==> src/rtl/msx_mux_scanner.sv <==
// msx_mux_scanner: round-robin scanner for the multiplexed cartridge-edge input
// buffers. It drives one active-low enable per 8-bit group and waits SETTLE
// cycles after each switch. Each sampled bit is deglitched by an N-sample
// agreement filter. Results are published both as a live view and as a
// frame-coherent snapshot with a strobe and a change flag.
module msx_mux_scanner #(
    parameter int GROUPS       = 3,
    parameter int SETTLE       = 1,
    parameter int SAMPLES      = 2,
    parameter int FILTER_DEPTH = 2,
    parameter logic [GROUPS*8-1:0] RESET_VALUE = '1
) (
    input  logic                  CLK,
    input  logic                  RESET_n,
    input  logic [7:0]            MUX_SIG,
    input  logic [GROUPS-1:0]     GROUP_EN,
    output logic [GROUPS-1:0]     MUX_CS_n,
    output logic [GROUPS*8-1:0]   LIVE,
    output logic [GROUPS*8-1:0]   FRAME,
    output logic                  FRAME_STB,
    output logic                  CHANGED
);

    localparam int SLOT = SETTLE + SAMPLES;
    localparam int CW   = (SLOT > 1) ? $clog2(SLOT) : 1;
    localparam int GW   = (GROUPS > 1) ? $clog2(GROUPS) : 1;
    localparam int NB   = GROUPS * 8;

    typedef enum logic {IDLE, SCAN} state_t;

    state_t                                  state_q, state_d;
    logic [CW-1:0]                           cnt_q, cnt_d;
    logic [GW-1:0]                           grp_q, grp_d;
    logic [GROUPS-1:0]                       en_q, en_d;
    logic [GROUPS-1:0]                       cs_n_q, cs_n_d;
    logic [NB-1:0][FILTER_DEPTH-1:0]         hist_q, hist_d;
    logic [NB-1:0]                           filt_q, filt_d;
    logic [NB-1:0]                           frame_q, frame_d;
    logic                                    stb_q, stb_d;
    logic                                    chg_q, chg_d;

    logic          nxt_found;
    logic [GW-1:0] nxt_grp;
    logic [GW-1:0] first_grp;
    logic          slot_end;
    logic          sample_en;
    logic          frame_close;
    logic          frame_start;

    // Schedule lookups: next enabled group above the current one (from the
    // latched mask) and the lowest group requested for the coming frame.
    always_comb begin
        nxt_found = 1'b0;
        nxt_grp   = '0;
        first_grp = '0;
        for (int i = GROUPS - 1; i >= 0; i--) begin
            if (en_q[i] && (i > int'(grp_q))) begin
                nxt_found = 1'b1;
                nxt_grp   = GW'(i);
            end
            if (GROUP_EN[i]) first_grp = GW'(i);
        end
        slot_end    = (int'(cnt_q) == SLOT - 1);
        sample_en   = (state_q == SCAN) && (int'(cnt_q) >= SETTLE);
        frame_close = (state_q == SCAN) && slot_end && !nxt_found;
        // An idle scanner re-evaluates the mask every cycle; a scanning one
        // only at the edge closing the last slot, so frames run back to back.
        frame_start = (state_q == IDLE) || frame_close;
    end

    // Next-state: slot counter, group walk, CS pattern, filters and snapshot.
    always_comb begin
        state_d = state_q;
        cnt_d   = cnt_q;
        grp_d   = grp_q;
        en_d    = en_q;
        cs_n_d  = cs_n_q;
        hist_d  = hist_q;
        filt_d  = filt_q;
        frame_d = frame_q;
        stb_d   = 1'b0;
        chg_d   = 1'b0;

        if (state_q == SCAN) begin
            cnt_d = slot_end ? '0 : cnt_q + 1'b1;
            if (slot_end && nxt_found) begin
                grp_d  = nxt_grp;
                cs_n_d = ~(GROUPS'(1) << nxt_grp);
            end
        end

        if (frame_start) begin
            en_d  = GROUP_EN;
            cnt_d = '0;
            if (GROUP_EN != '0) begin
                state_d = SCAN;
                grp_d   = first_grp;
                cs_n_d  = ~(GROUPS'(1) << first_grp);
            end else begin
                state_d = IDLE;
                cs_n_d  = '1;
            end
        end

        // Only the active group's bits shift; the new sample enters the
        // history directly, and the output follows only on full agreement.
        for (int b = 0; b < NB; b++) begin
            if (sample_en && ((b >> 3) == int'(grp_q))) begin
                hist_d[b] = (hist_q[b] << 1) | FILTER_DEPTH'(MUX_SIG[b[2:0]]);
                if ((hist_d[b] == '0) || (hist_d[b] == '1))
                    filt_d[b] = MUX_SIG[b[2:0]];
            end
        end

        // Snapshot includes the sample taken on the closing edge itself.
        if (frame_close) begin
            frame_d = filt_d;
            stb_d   = 1'b1;
            chg_d   = (filt_d != frame_q);
        end
    end

    // State register with asynchronous active-low reset.
    always_ff @(posedge CLK or negedge RESET_n) begin
        if (!RESET_n) begin
            state_q <= IDLE;
            cnt_q   <= '0;
            grp_q   <= '0;
            en_q    <= '0;
            cs_n_q  <= '1;
            for (int b = 0; b < NB; b++)
                hist_q[b] <= {FILTER_DEPTH{RESET_VALUE[b]}};
            filt_q  <= RESET_VALUE;
            frame_q <= RESET_VALUE;
            stb_q   <= 1'b0;
            chg_q   <= 1'b0;
        end else begin
            state_q <= state_d;
            cnt_q   <= cnt_d;
            grp_q   <= grp_d;
            en_q    <= en_d;
            cs_n_q  <= cs_n_d;
            hist_q  <= hist_d;
            filt_q  <= filt_d;
            frame_q <= frame_d;
            stb_q   <= stb_d;
            chg_q   <= chg_d;
        end
    end

    assign MUX_CS_n  = cs_n_q;
    assign LIVE      = filt_q;
    assign FRAME     = frame_q;
    assign FRAME_STB = stb_q;
    assign CHANGED   = chg_q;

endmodule

==> config.mk <==
export PLATFORM = sky130hd
export DESIGN_NAME = msx_mux_scanner
export DESIGN_NICKNAME = d
export VERILOG_FILES = /design/src/rtl/msx_mux_scanner.sv
export SDC_FILE = /design/constraint.sdc
export NUM_CORES = 1
export LEC_CHECK = 0
export ABC_AREA = 0
export CAP_MARGIN = 10
export CELL_PAD_IN_SITES_DETAIL_PLACEMENT = 1
export CELL_PAD_IN_SITES_GLOBAL_PLACEMENT = 1
export CORE_AREA = 2 2 105 107
export DETAILED_ROUTE_END_ITERATION = 7
export DIE_AREA = 0 0 107 109
export PLACE_DENSITY_LB_ADDON = 0.1
export SYNTH_ARGS = -nofsm -noshare
export SYNTH_HDL_FRONTEND = slang
export SYNTH_SLANG_ARGS = --single-unit
==> constraint.sdc <==
create_clock -name CLK -period 4.49 [get_ports CLK]
set_input_delay 0.898 -clock CLK [delete_from_list [all_inputs] [get_ports CLK]]
set_output_delay 0.898 -clock CLK [all_outputs]
set_load 0.02 [all_outputs]
==> metrics.md <==
| Metric | Value |
|---|---|
| Worst-path clk slew | `~90 ps` |
| Starting DRT DRC Count | `80` |
| Switching power | `1.80 mW` |
| Root buf cell | `clkbuf_8` |
| Total number of vias | `3656` |
| Met2 Track Usage GR | `0.378` |
| DRC viols | `0` |
| Pre-CTS setup slack | `approximately 1300 ps` |
| Worst Hold Class | `reg2reg` |
| HPWL after detailed placement | `~9 mm` |
| Core area | `roughly 11000 um^2` |
| Worst Hold Endpoint | `hist_q[14]` |
| Ports | `between 60 and 70` |
| Max Clock Skew | `a little under 10 ps` |
| Sequential-to-total area share from yosys stat | `0.522` |
| Internal power | `approximately 2.4 mW` |
| Critical setup path kind | `reg2reg` |
| Final min period | `3040 ps` |
| Die Y | `about 110 um` |
| Final setup TNS | `0 ps` |
| Initial Util | `0.397` |
| Clk pwr share | `0.135` |
| Site row count | `38` |
| CP top delay family | `simple AND/OR/NAND/NOR gates` |
| Seq cells post-synth | `between 80 and 90` |
| Resize count post-CTS | `0` |
| Maximum clock frequency | `about 330 MHz` |
| Worst VDD drop | `about 0.28 mV` |
| Hold Startpoint | `hist_q[14]` |
| Max Buffers Root-to-Sink | `2` |
| CP Capture Type | `register` |
| RSZ-0062 raised after global routing | `no` |
| GRT Resource Usage Total | `0.229` |
| DR WL/cell | `slightly below 20 um` |
| Vias in the first global route | `3829` |
| R2R cell count | `6` |
| Hold buffers post-CTS | `0` |
| Met1 usage | `0.305` |
| Asr flop ratio synth | `1.00` |
| Clock sinks | `between 80 and 90` |
| Pleak | `~2 nW` |
| Via density | `between 5 and 6` |
| Routed Antenna Nets | `0` |
| Antenna violations before repair | `0` |
| Final setup fails | `0` |
| Gpl congestion | `around 0.86` |
| Synth Warn # | `0` |
| CP required | `roughly 4700 ps` |
| Port-buffer cells | `between 60 and 70` |
| Slew headroom | `0.451` |
| Crit path DAT | `3290 ps` |
| Synth area leaders | `dfstp_2, nand2_1, o21ai_0` |
| Mapped Nets | `between 400 and 500` |
| CTS buffer count | `9` |
| Slew @ Worst Pin | `just over 800 ps` |
| Critical path's slowest cell | `dfrtp_1` |
| Proportion of layout cells with a drive suffix above 1 | `0.239` |
| Post-synth top area cell | `dfstp_2` |
| WP depth | `6` |
| Met3 Resource Use GR | `0.0281` |
| Max H-tree Level | `3` |
| Sw Ratio | `0.430` |
| CP cell instances | `nand2b_1, o31ai_1, or3_1, nand4_1, or4_1, o31a_1` |
| DIE AREA | `~12000 um^2` |
| Largest net degree at the start of global routing | `45` |
| Post-DP Area | `4960 um^2` |
| GRT busiest layer | `met2` |
| Clock Latency Late Sink | `approximately 360 ps` |
| Setup WS post-layout | `between 1000 and 1500 ps` |
| Critical Path Source Type | `register` |
| Crit-path max FO | `15` |
| Final Max Slew Viols | `0` |
| Layout Nets | `roughly 500` |
| Worst reg-to-reg setup slack | `roughly 1500 ps` |
| Global-route wire length before repair | `20.2 mm` |
| CTS tree | `built` |
| WP buf/inv | `0` |
| Status | `finished, final reports clean` |
| Post-Syn Instances | `between 400 and 500` |
| Area grow syn2layout | `22.9%` |
| Synth Cell Area | `4210 um^2` |
| Netlist cell types | `43` |
| Fin area | `just over 5000 um^2` |
| PD cells | `around 810 nW/um^2` |
| Comb pwr share | `0.486` |
| Yosys top cell area share | `0.469` |
| Max_cap viols | `0` |
| First drt pass iteration count | `4` |
| Register share of total power | `0.379` |
| Die width | `107 um` |
| Hold path depth | `2` |
| Syn avg cell area | `approximately 9.6 um^2` |
| Global route total overflow | `0` |
| Post-synth EDFFs | `0` |
| N_diodes | `0` |
| Final Routed Wirelength | `about 12 mm` |
| Top_reg_cell synth | `dfstp_2` |
| Worst path max stage delay | `650 ps` |
| Setup bufs post-CTS | `0` |
| Hold Fails Final Rpt | `0` |
| Reg-to-Reg Start | `state_q` |
| Fin crit share | `0.677` |
| Reg2reg end | `CHANGED` |
[power groups by stage]
stage | combinational [mW] | sequential, mW | clock, mW
after floorplan | 1.07 | 1.75 | 0
after global placement | 1.98 | 1.57 | 0
after detailed placement | 2.04 | 1.60 | 0
after CTS | 2.05 | 1.59 | 0.581
after global routing | 2.25 | 1.64 | 0.608
final | 2.03 | 1.59 | 0.564
[flip-flops by register name, indices dropped and copies added (netlist names)]
signal / count
FRAME: 24
LIVE: 24
hist_q: 24
MUX_CS_n: 3
cnt_q: 2
en_q: 2
grp_q: 2
CHANGED: 1
FRAME_STB: 1
state_q: 1
[kinds of logic (layout without fill, tap and decap cells)]
| logic type | count (synthesis) | in the layout | synth area share |
|---|---|---|---|
| AO/OA/AOI/OAI | 127 | 127 | 0.195 |
| flip-flops | 84 | 84 | 0.522 |
| buffers and inverters | 43 | 110 | 0.0449 |
| AND/OR/NAND/NOR | 177 | 177 | 0.216 |
| multiplexers | 8 | 8 | 0.0214 |
[stage by stage]
step                cells  hold WS [ps]  total power, mW   util
floorplan             439           466             2.82      -
detailed placement    630           485             3.63  0.468
finish                646           491             4.18  0.487
CTS                   646           497             4.22  0.487
global placement      630           475             3.55  0.468
global route          646           513             4.50  0.487
[area by class of cell]
cell class	instances	area [um^2]
clock buffer	11	151
clock inverter	5	50.0
fill	1248	5440
inverter	26	97.6
multi-input combinational	312	1830
sequential	84	2200
tap	140	175
timing repair buffer	68	671
[layer usage]
metal / routed length, um / share of wire / up-vias
li1: - / - / 1710
met1: 5630 / 0.45 / 1852
met2: 6090 / 0.49 / 74
met3: 405 / 0.033 / 20
met4: 338 / 0.027 / 0
met5: 0 / 0 / -
[cells in the mapped netlist (2+ instances only)]
cell,instances
nand3_1,8
nand4_1,14
and4_1,6
dfrtp_1,9
buf_6,2
o21a_1,5
o31ai_1,13
o31a_1,12
or4_1,3
nand2_1,73
and3b_1,2
o21ai_0,49
or2_2,8
a21boi_0,3
nor4b_1,3
inv_1,26
a211oi_1,2
a31oi_1,15
dfstp_2,75
clkbuf_1,7
and3_1,4
o21ai_1,5
mux2_2,8
a31o_2,5
nand2b_1,4
a21oi_1,12
nor2_1,16
nor3_1,6
buf_2,7
and2_1,7
nor4_1,9
or3_1,10
[worst reg2reg max path, stage by stage, from the launching register on]
cell	delay, ps
dfrtp_1	650
nand2b_1	570
o31ai_1	510
or3_1	160
nand4_1	130
or4_1	600
o31a_1	300
[worst max-delay path by stage]
stage	start	endpoint
2_1_floorplan	MUX_SIG[4]	CHANGED
3_3_place_gp	MUX_SIG[7]	CHANGED
3_5_place_dp	MUX_SIG[7]	CHANGED
4_1_cts	state_q	CHANGED
5_1_grt	state_q	CHANGED
6_report	state_q	CHANGED
[cell usage in the layout, fill, tap and decap left out, types with 2 or more instances in the layout]
master           Yosys  final
a211oi_1             2      2
a21boi_0             3      3
a21oi_1             12     12
a31o_2               5      5
a31oi_1             15     15
and2_1               7      7
and3_1               4      4
and3b_1              2      2
and4_1               6      6
buf_4                1      4
clkbuf_8             0     11
clkdlybuf4s50_1      0     64
clkinv_2             0      4
dfrtp_1              9      9
dfstp_2             75     75
inv_1               26     26
mux2_2               8      8
nand2_1             73     73
nand2b_1             4      4
nand3_1              8      8
nand4_1             14     14
nor2_1              16     16
nor3_1               6      6
nor4_1               9      9
nor4b_1              3      3
o21a_1               5      5
o21ai_0             49     49
o21ai_1              5      5
o31a_1              12     12
o31ai_1             13     13
or2_2                8      8
or3_1               10     10
or4_1                3      3
Note: power is estimated with default switching activity, not from simulation.
